===== config.mk =====
export PLATFORM = sky130hd
export DESIGN_NAME = proc_injector_flat
export DESIGN_NICKNAME = d
export VERILOG_FILES = /design/src/rtl/proc_injector_if.sv /design/src/rtl/proc_injector.sv /design/src/flat_wrapper.sv
export SDC_FILE = /design/constraint.sdc
export NUM_CORES = 1
export LEC_CHECK = 0
export CAP_MARGIN = 0
export CELL_PAD_IN_SITES_DETAIL_PLACEMENT = 1
export CELL_PAD_IN_SITES_GLOBAL_PLACEMENT = 1
export CORE_ASPECT_RATIO = 0.8
export CORE_MARGIN = 5
export CORE_UTILIZATION = 49
export CTS_CLUSTER_SIZE = 20
export DETAILED_ROUTE_END_ITERATION = 8
export GPL_ROUTABILITY_DRIVEN = 0
export PLACE_DENSITY_LB_ADDON = 0.1
export REMOVE_ABC_BUFFERS = 1
export SLEW_MARGIN = 25
export SYNTH_ARGS = -nofsm -noshare
export SYNTH_HDL_FRONTEND = slang
export SYNTH_SLANG_ARGS = --single-unit

===== constraint.sdc =====
create_clock -name clk -period 3.4 [get_ports clk]
set_input_delay 0.68 -clock clk [delete_from_list [all_inputs] [get_ports clk]]
set_output_delay 0.68 -clock clk [all_outputs]
set_load 0.02 [all_outputs]

===== src/rtl/proc_injector_if.sv =====
`timescale 1ns/1ps
`default_nettype none
// ============================================================================
// Module   : proc_injector_if
// Purpose  : Bundles the two channels of the processor injector.
//            Processor side : in_valid / in_ready / in_dest / in_payload
//                             (clocked valid/ready, accept on valid && ready)
//            Router side    : out_req / out_data / out_ack
//                             (two-phase toggle, bundled data; ack async)
// Modports : slave  - the injector (consumes payloads, drives the router)
//            master - the environment (processor + router)
// Revision : 1.0 - initial release
// ============================================================================
interface proc_injector_if #(
  parameter int N = 32
);
  // processor-side valid/ready channel
  logic           in_valid;
  logic           in_ready;
  logic [1:0]     in_dest;
  logic [N-5:0]   in_payload;

  // router-side two-phase bundled-data channel
  logic           out_req;
  logic [N-1:0]   out_data;
  logic           out_ack;

  modport slave (
    input  in_valid,
    output in_ready,
    input  in_dest,
    input  in_payload,
    output out_req,
    output out_data,
    input  out_ack
  );

  modport master (
    output in_valid,
    input  in_ready,
    output in_dest,
    output in_payload,
    input  out_req,
    input  out_data,
    output out_ack
  );
endinterface
`default_nettype wire


===== src/rtl/proc_injector.sv =====
`timescale 1ns/1ps
`default_nettype none
// ============================================================================
// Module   : proc_injector
// Purpose  : Network interface feeding the processor input port of a mesh
//            router. Payloads from a clocked valid/ready source are formed
//            into routing flits {dst_x, dst_y, dx, dy, payload}, buffered in
//            a small FIFO and sent one at a time over a two-phase (toggle)
//            req/ack bundled-data channel. The router's ack is asynchronous
//            and is brought in through a SYNC_STAGES-deep synchroniser.
//
// Ports    : clk        - single clock
//            rst        - synchronous, active-low reset
//            bus        - proc_injector_if.slave
//                           in_valid/in_ready/in_dest/in_payload (processor)
//                           out_req/out_data/out_ack             (router)
//            sent_count - completed transfers, wraps at 16 bits (registered)
//            drop_pulse - one-cycle pulse per discarded self-addressed
//                         payload (registered)
//            busy       - FIFO non-empty or FSM not idle (combinational)
//
// Revision : 1.0 - initial release
// ============================================================================
module proc_injector #(
  parameter int N           = 32,
  parameter int SRCX        = 0,
  parameter int SRCY        = 0,
  parameter int DEPTH       = 4,
  parameter int SYNC_STAGES = 2
) (
  input  logic               clk,
  input  logic               rst,
  proc_injector_if.slave     bus,
  output logic [15:0]        sent_count,
  output logic               drop_pulse,
  output logic               busy
);

  // --------------------------------------------------------------------------
  // Constants
  // --------------------------------------------------------------------------
  localparam int        AW      = $clog2(DEPTH);
  localparam logic [AW:0] c_depth = DEPTH[AW:0];
  localparam logic      c_srcx  = (SRCX != 0);
  localparam logic      c_srcy  = (SRCY != 0);

  // --------------------------------------------------------------------------
  // FSM encoding
  // --------------------------------------------------------------------------
  typedef enum logic [1:0] {
    ST_IDLE     = 2'd0,  // waiting for a flit in the FIFO
    ST_LOAD     = 2'd1,  // out_data loaded; req toggles on the next edge
    ST_WAIT_ACK = 2'd2   // req issued; holding data until ack matches req
  } state_t;

  state_t r_state;
  state_t w_state_nxt;

  // --------------------------------------------------------------------------
  // Storage and registered outputs
  // --------------------------------------------------------------------------
  logic [N-1:0]          r_mem [DEPTH];
  logic [AW-1:0]         r_wptr;
  logic [AW-1:0]         r_rptr;
  logic [AW:0]           r_count;

  logic [SYNC_STAGES-1:0] r_sync;

  logic [N-1:0]          r_out_data;
  logic                  r_out_req;
  logic [15:0]           r_sent_count;
  logic                  r_drop;

  // --------------------------------------------------------------------------
  // Combinational helpers
  // --------------------------------------------------------------------------
  logic                  w_in_ready;
  logic                  w_accept;
  logic                  w_self;
  logic                  w_push;
  logic                  w_pop;
  logic                  w_toggle;
  logic                  w_done;
  logic                  w_fifo_nempty;
  logic                  w_ack_s;
  logic                  w_dx;
  logic                  w_dy;
  logic [N-1:0]          w_flit;

  // Ready depends on the current count only: a full FIFO refuses a push even
  // when a pop happens on the same edge. This keeps in_ready free of any
  // combinational path from the FSM.
  assign w_in_ready    = (r_count < c_depth);
  assign w_accept      = bus.in_valid && w_in_ready;

  // A payload addressed to this node is accepted (handshake completes) but
  // never enters the FIFO.
  assign w_self        = (bus.in_dest == {c_srcx, c_srcy});
  assign w_push        = w_accept && !w_self;

  assign w_fifo_nempty = (r_count != '0);

  // Single-bit coordinates: "dst > src" reduces to dst=1, src=0.
  assign w_dx          = bus.in_dest[1] & ~c_srcx;
  assign w_dy          = bus.in_dest[0] & ~c_srcy;

  // Deltas are resolved at push time so the FIFO holds complete flits.
  assign w_flit        = {bus.in_dest, w_dx, w_dy, bus.in_payload};

  assign w_ack_s       = r_sync[SYNC_STAGES-1];

  // --------------------------------------------------------------------------
  // Ack synchroniser: out_ack is asynchronous to clk. Each stage is a plain
  // flop; only the last stage is used by the FSM.
  // --------------------------------------------------------------------------
  always_ff @(posedge clk) begin
    if (!rst) begin
      r_sync <= '0;
    end else begin
      r_sync <= {r_sync[SYNC_STAGES-2:0], bus.out_ack};
    end
  end

  // --------------------------------------------------------------------------
  // FIFO storage. Contents need no reset; emptiness is tracked by the
  // pointers and count below.
  // --------------------------------------------------------------------------
  always_ff @(posedge clk) begin
    if (rst && w_push) begin
      r_mem[r_wptr] <= w_flit;
    end
  end

  // Pointers wrap naturally because DEPTH is a power of two.
  always_ff @(posedge clk) begin
    if (!rst) begin
      r_wptr  <= '0;
      r_rptr  <= '0;
      r_count <= '0;
    end else begin
      if (w_push) begin
        r_wptr <= r_wptr + 1'b1;
      end
      if (w_pop) begin
        r_rptr <= r_rptr + 1'b1;
      end
      case ({w_push, w_pop})
        2'b10:   r_count <= r_count + 1'b1;
        2'b01:   r_count <= r_count - 1'b1;
        default: r_count <= r_count;
      endcase
    end
  end

  // --------------------------------------------------------------------------
  // FSM state register
  // --------------------------------------------------------------------------
  always_ff @(posedge clk) begin
    if (!rst) begin
      r_state <= ST_IDLE;
    end else begin
      r_state <= w_state_nxt;
    end
  end

  // --------------------------------------------------------------------------
  // FSM next-state and control strobes
  // --------------------------------------------------------------------------
  always_comb begin
    w_state_nxt = r_state;
    w_pop       = 1'b0;
    w_toggle    = 1'b0;
    w_done      = 1'b0;
    case (r_state)
      ST_IDLE: begin
        if (w_fifo_nempty) begin
          w_pop       = 1'b1;
          w_state_nxt = ST_LOAD;
        end
      end
      ST_LOAD: begin
        // out_data has been stable for a full cycle when req flips, which
        // gives the bundled-data setup margin at the router.
        w_toggle    = 1'b1;
        w_state_nxt = ST_WAIT_ACK;
      end
      ST_WAIT_ACK: begin
        // Two-phase protocol: the transfer is complete once the synchronised
        // ack has caught up with req, regardless of the level.
        if (w_ack_s == r_out_req) begin
          w_done      = 1'b1;
          w_state_nxt = ST_IDLE;
        end
      end
      default: begin
        w_state_nxt = ST_IDLE;
      end
    endcase
  end

  // --------------------------------------------------------------------------
  // Router channel and status registers
  // --------------------------------------------------------------------------
  always_ff @(posedge clk) begin
    if (!rst) begin
      r_out_data   <= '0;
      r_out_req    <= 1'b0;
      r_sent_count <= '0;
      r_drop       <= 1'b0;
    end else begin
      if (w_pop) begin
        r_out_data <= r_mem[r_rptr];
      end
      if (w_toggle) begin
        r_out_req <= ~r_out_req;
      end
      if (w_done) begin
        r_sent_count <= r_sent_count + 16'd1;
      end
      r_drop <= w_accept && w_self;
    end
  end

  // --------------------------------------------------------------------------
  // Outputs
  // --------------------------------------------------------------------------
  assign bus.in_ready = w_in_ready;
  assign bus.out_req  = r_out_req;
  assign bus.out_data = r_out_data;
  assign sent_count   = r_sent_count;
  assign drop_pulse   = r_drop;
  assign busy         = w_fifo_nempty || (r_state != ST_IDLE);

endmodule
`default_nettype wire


===== src/flat_wrapper.sv =====
// flat-port wrapper written by rule: the top's interface ports become plain ports
module proc_injector_flat 
#(
  parameter int N           = 32,
  parameter int SRCX        = 0,
  parameter int SRCY        = 0,
  parameter int DEPTH       = 4,
  parameter int SYNC_STAGES = 2
)
  (clk, rst, sent_count, drop_pulse, busy, bus_in_valid, bus_in_ready, bus_in_dest, bus_in_payload, bus_out_req, bus_out_data, bus_out_ack);
  proc_injector_if #(.N(N)) bus_i ();
  input  logic clk;
  input  logic rst;
  output logic [15:0] sent_count;
  output logic drop_pulse;
  output logic busy;
  input wire logic [$bits(bus_i.in_valid)-1:0] bus_in_valid;
  output wire logic [$bits(bus_i.in_ready)-1:0] bus_in_ready;
  input wire logic [$bits(bus_i.in_dest)-1:0] bus_in_dest;
  input wire logic [$bits(bus_i.in_payload)-1:0] bus_in_payload;
  output wire logic [$bits(bus_i.out_req)-1:0] bus_out_req;
  output wire logic [$bits(bus_i.out_data)-1:0] bus_out_data;
  input wire logic [$bits(bus_i.out_ack)-1:0] bus_out_ack;
  assign bus_i.in_valid = bus_in_valid;
  assign bus_in_ready = bus_i.in_ready;
  assign bus_i.in_dest = bus_in_dest;
  assign bus_i.in_payload = bus_in_payload;
  assign bus_out_req = bus_i.out_req;
  assign bus_out_data = bus_i.out_data;
  assign bus_i.out_ack = bus_out_ack;
  proc_injector #(.N(N), .SRCX(SRCX), .SRCY(SRCY), .DEPTH(DEPTH), .SYNC_STAGES(SYNC_STAGES)) u_core (.clk(clk), .rst(rst), .bus(bus_i), .sent_count(sent_count), .drop_pulse(drop_pulse), .busy(busy));
endmodule

-- After elaboration in Yosys (flattened, before gate mapping)
Memory sizes are Yosys's and may differ from the RTL's. A register that Yosys moved wholly into a read port is not among the register bits.
Cells that the tools add are included.
- register bits: 29
- memory bits (writable): 128
- output and inout port bits: 52
- word-level logic and storage cells: 47
- memories kept: 1
- add/sub/neg operators: 5
- $lt $le $gt $ge: 1
- eq/ne operators: 7
- multiplexer cells: 11
- bitwise logic cells: 1
- reduce and logical (&&, ||, !) cells: 13
- memory list (memory ; words ; bits a word ; rd ports ; clocked after Yosys merged registers in ; write ports ; RTL line ; source):
    u_core.r_mem ; 4 ; 32 ; 1 ; 1 ; 1 ; proc_injector.sv:62 ; logic [N-1:0] r_mem [DEPTH];
- operators by type and width (kind ; number):
    $add 16x1->16 const B ; 1
    $mux 1 ; 7
    $pmux 2 s3 ; 1
    $pmux 3 s2 ; 1
    $add 2x1->2 const B ; 2
    $eq 2x1->1 const B ; 2
    $eq 2x2->1 const B ; 2
    $logic_and 1x1->1 ; 4
    $logic_not 2->1 ; 2
    $mux 2 ; 2
    $ne 2x1->1 const B ; 2
    $reduce_bool 2->1 ; 2
    $add 3x1->3 const B ; 1
    $lt 3x3->1 const B ; 1
    $reduce_bool 3->1 ; 1
    $sub 3x1->3 const B ; 1
    $logic_not 1->1 ; 2
    $reduce_and 2->1 ; 1
    $eq 1x1->1 ; 1
    $logic_or 1x1->1 ; 1
    $not 1->1 ; 1

-- Longest topological paths before layout
- depth in word-level cells: 6
- gate-level depth with buffers: 10

-- Least setup slack after synthesis
No wires, ideal clock.
- path type: input to register
- start: input port bus_in_dest[1]
- end: register u_core.r_count[2]
- arrival: 2.248 ns
- path slack: 1.082 ns
- cell stages on the path: 7
- path buffers: 0
- cell sequence: o21ai_0 -> ha_1 -> inv_1 -> fa_1 -> xor2_1 -> or3_1 -> a21oi_1
- longest elaborated chain between the ends: 5
- elaborated cells between the ends (all ways): 7
- ends and longest elaborated chain (item ; RTL line ; source):
    start, declared ; flat_wrapper.sv:19 ; input wire logic [$bits(bus_i.in_dest)-1:0] bus_in_dest;
    $logic_not 2->1 (*) ; proc_injector.sv:98 ; assign w_self = (bus.in_dest == {c_srcx, c_srcy});
    $logic_not 1->1 (*) ; proc_injector.sv:99 ; assign w_push = w_accept && !w_self;
    $logic_and 1x1->1 (*) ; proc_injector.sv:99 ;
    $eq 2x1->1 / $eq 2x2->1 (equally long branches) ; proc_injector.sv:147 ; case ({w_push, w_pop})
    $pmux 3 s2 / $reduce_bool 2->1 (equally long branches) ; - ;
    end signal, assigned ; proc_injector.sv:148 ; 2'b10: r_count <= r_count + 1'b1;
    end signal, assigned ; proc_injector.sv:149 ; 2'b01: r_count <= r_count - 1'b1;
    end signal, assigned ; proc_injector.sv:150 ; default: r_count <= r_count;
    end, declared ; proc_injector.sv:65 ; logic [AW:0] r_count;
Mark *: on every way between the ends. The rest lies on a longest branch, timed or not.
A chain may end at the register's enable or synchronous reset.

-- Worst setup path in the final report
- start: input port bus_in_dest[0]
- end: register u_core.r_count[2]
Same word-level chain as after synthesis.

==> results.toml <==
[finish]
n_fill_cell = 1260
layout_commonest_cell = "edfxtp_1"
nets = 581
n_antenna_cell = 0
syn_to_final_growth_pct = 26.2
utilization = 0.630
multi_input_area_sq_um = 1800
mostFrequentLayoutCells = "edfxtp_1, clkdlybuf4s50_1, nand2_1"
drive_gt1_frac = 0.156
regArea_sq_um = 4790

[sta]
tns_ps = 0
holdWs_ps = 443
rsz0062_at_grt = "no"
tightest_slew_ps = 929
finClkSkew_ps = 8.40
finalSetupViolCount = 0
hold_viol_final = 0
post-route-min-period_ps = 2520
clock.fmax_mhz = 396
timing.final.crit_share = 0.742
maxSlewViolCount = 0
relSlewSlack = 0.379

[power]
p_total_mw = 6.69
pwr_density_cell_nw_per_um2 = 786
power_leakage_nw = 2.80
vdd_ir_drop_max_v = 0.000464

[clock_network]
numCtsBuffers = 17
cts_buffer_depth = 2
clk_latency_ps = 420
cts-root-buf = "clkbuf_16"
htree_levels = 4
ctsHoldBuffers = 0
clock-sinks = 179
clkSlewWorstSetupHoldPaths_ps = 60
cts_tree = "yes"
cts_setup_buffers = 0
ctsResizeCount = 0

[die]
die_w_um = 141
initial_core_util = 0.499
coreArea_sq_um = 13500
die_y_um = 115
ioPinCount = 86
die_area_sq_um = 16200
num_rows = 38

[synthesis]
netlist_area_sq_um = 6740
synth_seq_cells = 179
synth_edf_count = 120
synth-async-reset-ratio = 0
ys_seq_area_frac = 0.710
ys.warnings.count = 0
syn_avg_cell_area_sq_um = 15.1
syn_inst = 446
synth_top_flop_cell = "edfxtp_1"
synth_cell_types = 40

[global_routing]
grt_pass1_wl_um = 25000
grt-ovfl-total = 0
grt_max_degree = 34
antenna_found_initial = 0
grt_pass1_vias = 4405
grt_use_total = 0.209

[routing]
routedWlPerCell_um = 21.7
dr.pass1.iters = 4
vias = 3971
drc_errors = 0
drt-total-wl_um = 15900
postRouteAntennaNets = 0
viasPerCell = 5.42
drtIter0Drc = 212

[run]
cap_violations = 0

[setup_path]
r2r-end = "u_core.r_count[2]$_SDFFE_PN0P_"
reg2reg_slack_ps = 1220
cp.buffers_inverters = 3
slowest_stage = "clkdlybuf4s50_1"
startpoint_type = "input port"
critPathMaxFanout = 7
cp_data_arrival_time_ps = 2870
required_ps = 3750
critical_path_class = "in2reg"
worstRegToRegCells = 9
end_kind = "flop"
max_stage_delay_ps = 520
crit_family = "buffers and inverters"
reg2reg_from = "u_core.r_state[1]$_SDFFE_PN0P_"
crit_chain = "clkdlybuf4s50_1 > o21ai_0 > buf_4 > ha_1 > inv_1 > fa_1 > xor2_1 > or3_1 > a21oi_1"

[worst_hold_path]
hold_start = "u_core.r_sync[0]$_SDFF_PN0_"
min_path_cells = 1
hold_class = "reg2reg"
holdPathEnd = "u_core.r_sync[1]$_SDFF_PN0_"

[run_status]
outcome = "finished, final reports clean"

[place]
dp_hpwl_um = 10000
port_buffers = 85
-- per-layer routing --
metal / GRT usage / vias up / wire, um
met3: 0.0586 / 2 / 554
met2: 0.375 / 71 / 8730
met1: 0.255 / 2070 / 6560
li1: - / 1828 / -
met4: 0.0426 / 0 / 44
met5: 0 / - / 0
-- where the power goes --
group	internal, mW	leakage, nW	switching (mW)
Combinational	0.753	0.916	0.908
Sequential	2.58	1.57	0.220
Clock	1.39	0.317	0.836
-- sequential cells by signal (all words and copies together), names as in the netlist --
| register | flops |
|---|---|
| u_core.r_mem | 120 |
| u_core.sent_count | 16 |
| u_core.r_state | 2 |
| u_core.bus.out_req | 1 |
| u_core.r_rptr | 2 |
| u_core.r_count | 3 |
| u_core.drop_pulse | 1 |
| u_core.bus.out_data | 30 |
| u_core.r_wptr | 2 |
| u_core.r_sync | 2 |
-- stage by stage --
step | cell area (sq um) | setup slack, ps | std cells
floorplan | 6630 | 452 | 424
global route | 8510 | 810 | 733
CTS | 8510 | 895 | 733
global placement | 7830 | 593 | 701
finish | 8510 | 876 | 733
detailed placement | 7830 | 471 | 701
-- worst max-delay path by stage --
stage,from,to,slack (ps),depth (start not counted)
finish,bus_in_dest[0],u_core.r_count[2]$_SDFFE_PN0P_,880,9
detailed placement,bus_in_dest[0],u_core.r_count[2]$_SDFFE_PN0P_,470,9
floorplan,u_core.r_state[1]$_SDFFE_PN0P_,u_core.r_count[2]$_SDFFE_PN0P_,450,9
global route,bus_in_dest[0],u_core.r_count[2]$_SDFFE_PN0P_,810,9
CTS,bus_in_dest[0],u_core.r_count[2]$_SDFFE_PN0P_,900,9
global placement,bus_in_dest[0],u_core.r_count[2]$_SDFFE_PN0P_,590,9
-- worst register-to-register path: stages, from the launching register on --
cell and delay, ps:
dfxtp_1 370, nor2_1 250, nand2_1 120, inv_1 100
ha_1 200, inv_1 80, fa_1 370, xor2_1 160
or3_1 310, a21oi_1 140
-- cell usage after synthesis, types with 2 or more instances --
cell      instances  share of area
mux2i_1           2         0.0030
dfxtp_1          59           0.18
nor2_1           24          0.013
clkbuf_1         11         0.0061
nand3_1           5         0.0037
nor4_1            4         0.0037
a21oi_1          38          0.028
nand2_1          68          0.038
ha_1              6          0.011
buf_2             3         0.0022
nor3_1            5         0.0037
buf_1             4         0.0022
xnor2_1          11          0.014
nand4_1           2         0.0019
o21ai_0           4         0.0030
or3_1             3         0.0028
or3_2             2         0.0022
and2_1            6         0.0056
inv_1            12         0.0067
edfxtp_1        120           0.53
mux4_2           30           0.10
buf_4             2         0.0022
xor2_1            7         0.0091
nand3b_1          2         0.0022
-- cell families (layout without fill, tap and decap cells) --
logic type / count (synthesis) / in the layout / share of synthesized area
buf+inv: 34 / 141 / 0.0232
simple gates: 131 / 131 / 0.0915
fa+ha+maj: 7 / 7 / 0.0141
flops: 179 / 179 / 0.710
xor+xnor: 18 / 18 / 0.0234
mux: 32 / 32 / 0.103
compound gates: 45 / 45 / 0.0347
-- final cells by class --
cell class,count,share of cell area
clock buffers,17,0.0500
inverters,12,0.00529
multi-input cells,233,0.212
well taps,180,0.0265
clock inverters,15,0.0299
repair buffers,97,0.114
flip-flops and latches,179,0.563
No activity file was read; power rests on OpenSTA's default activity.
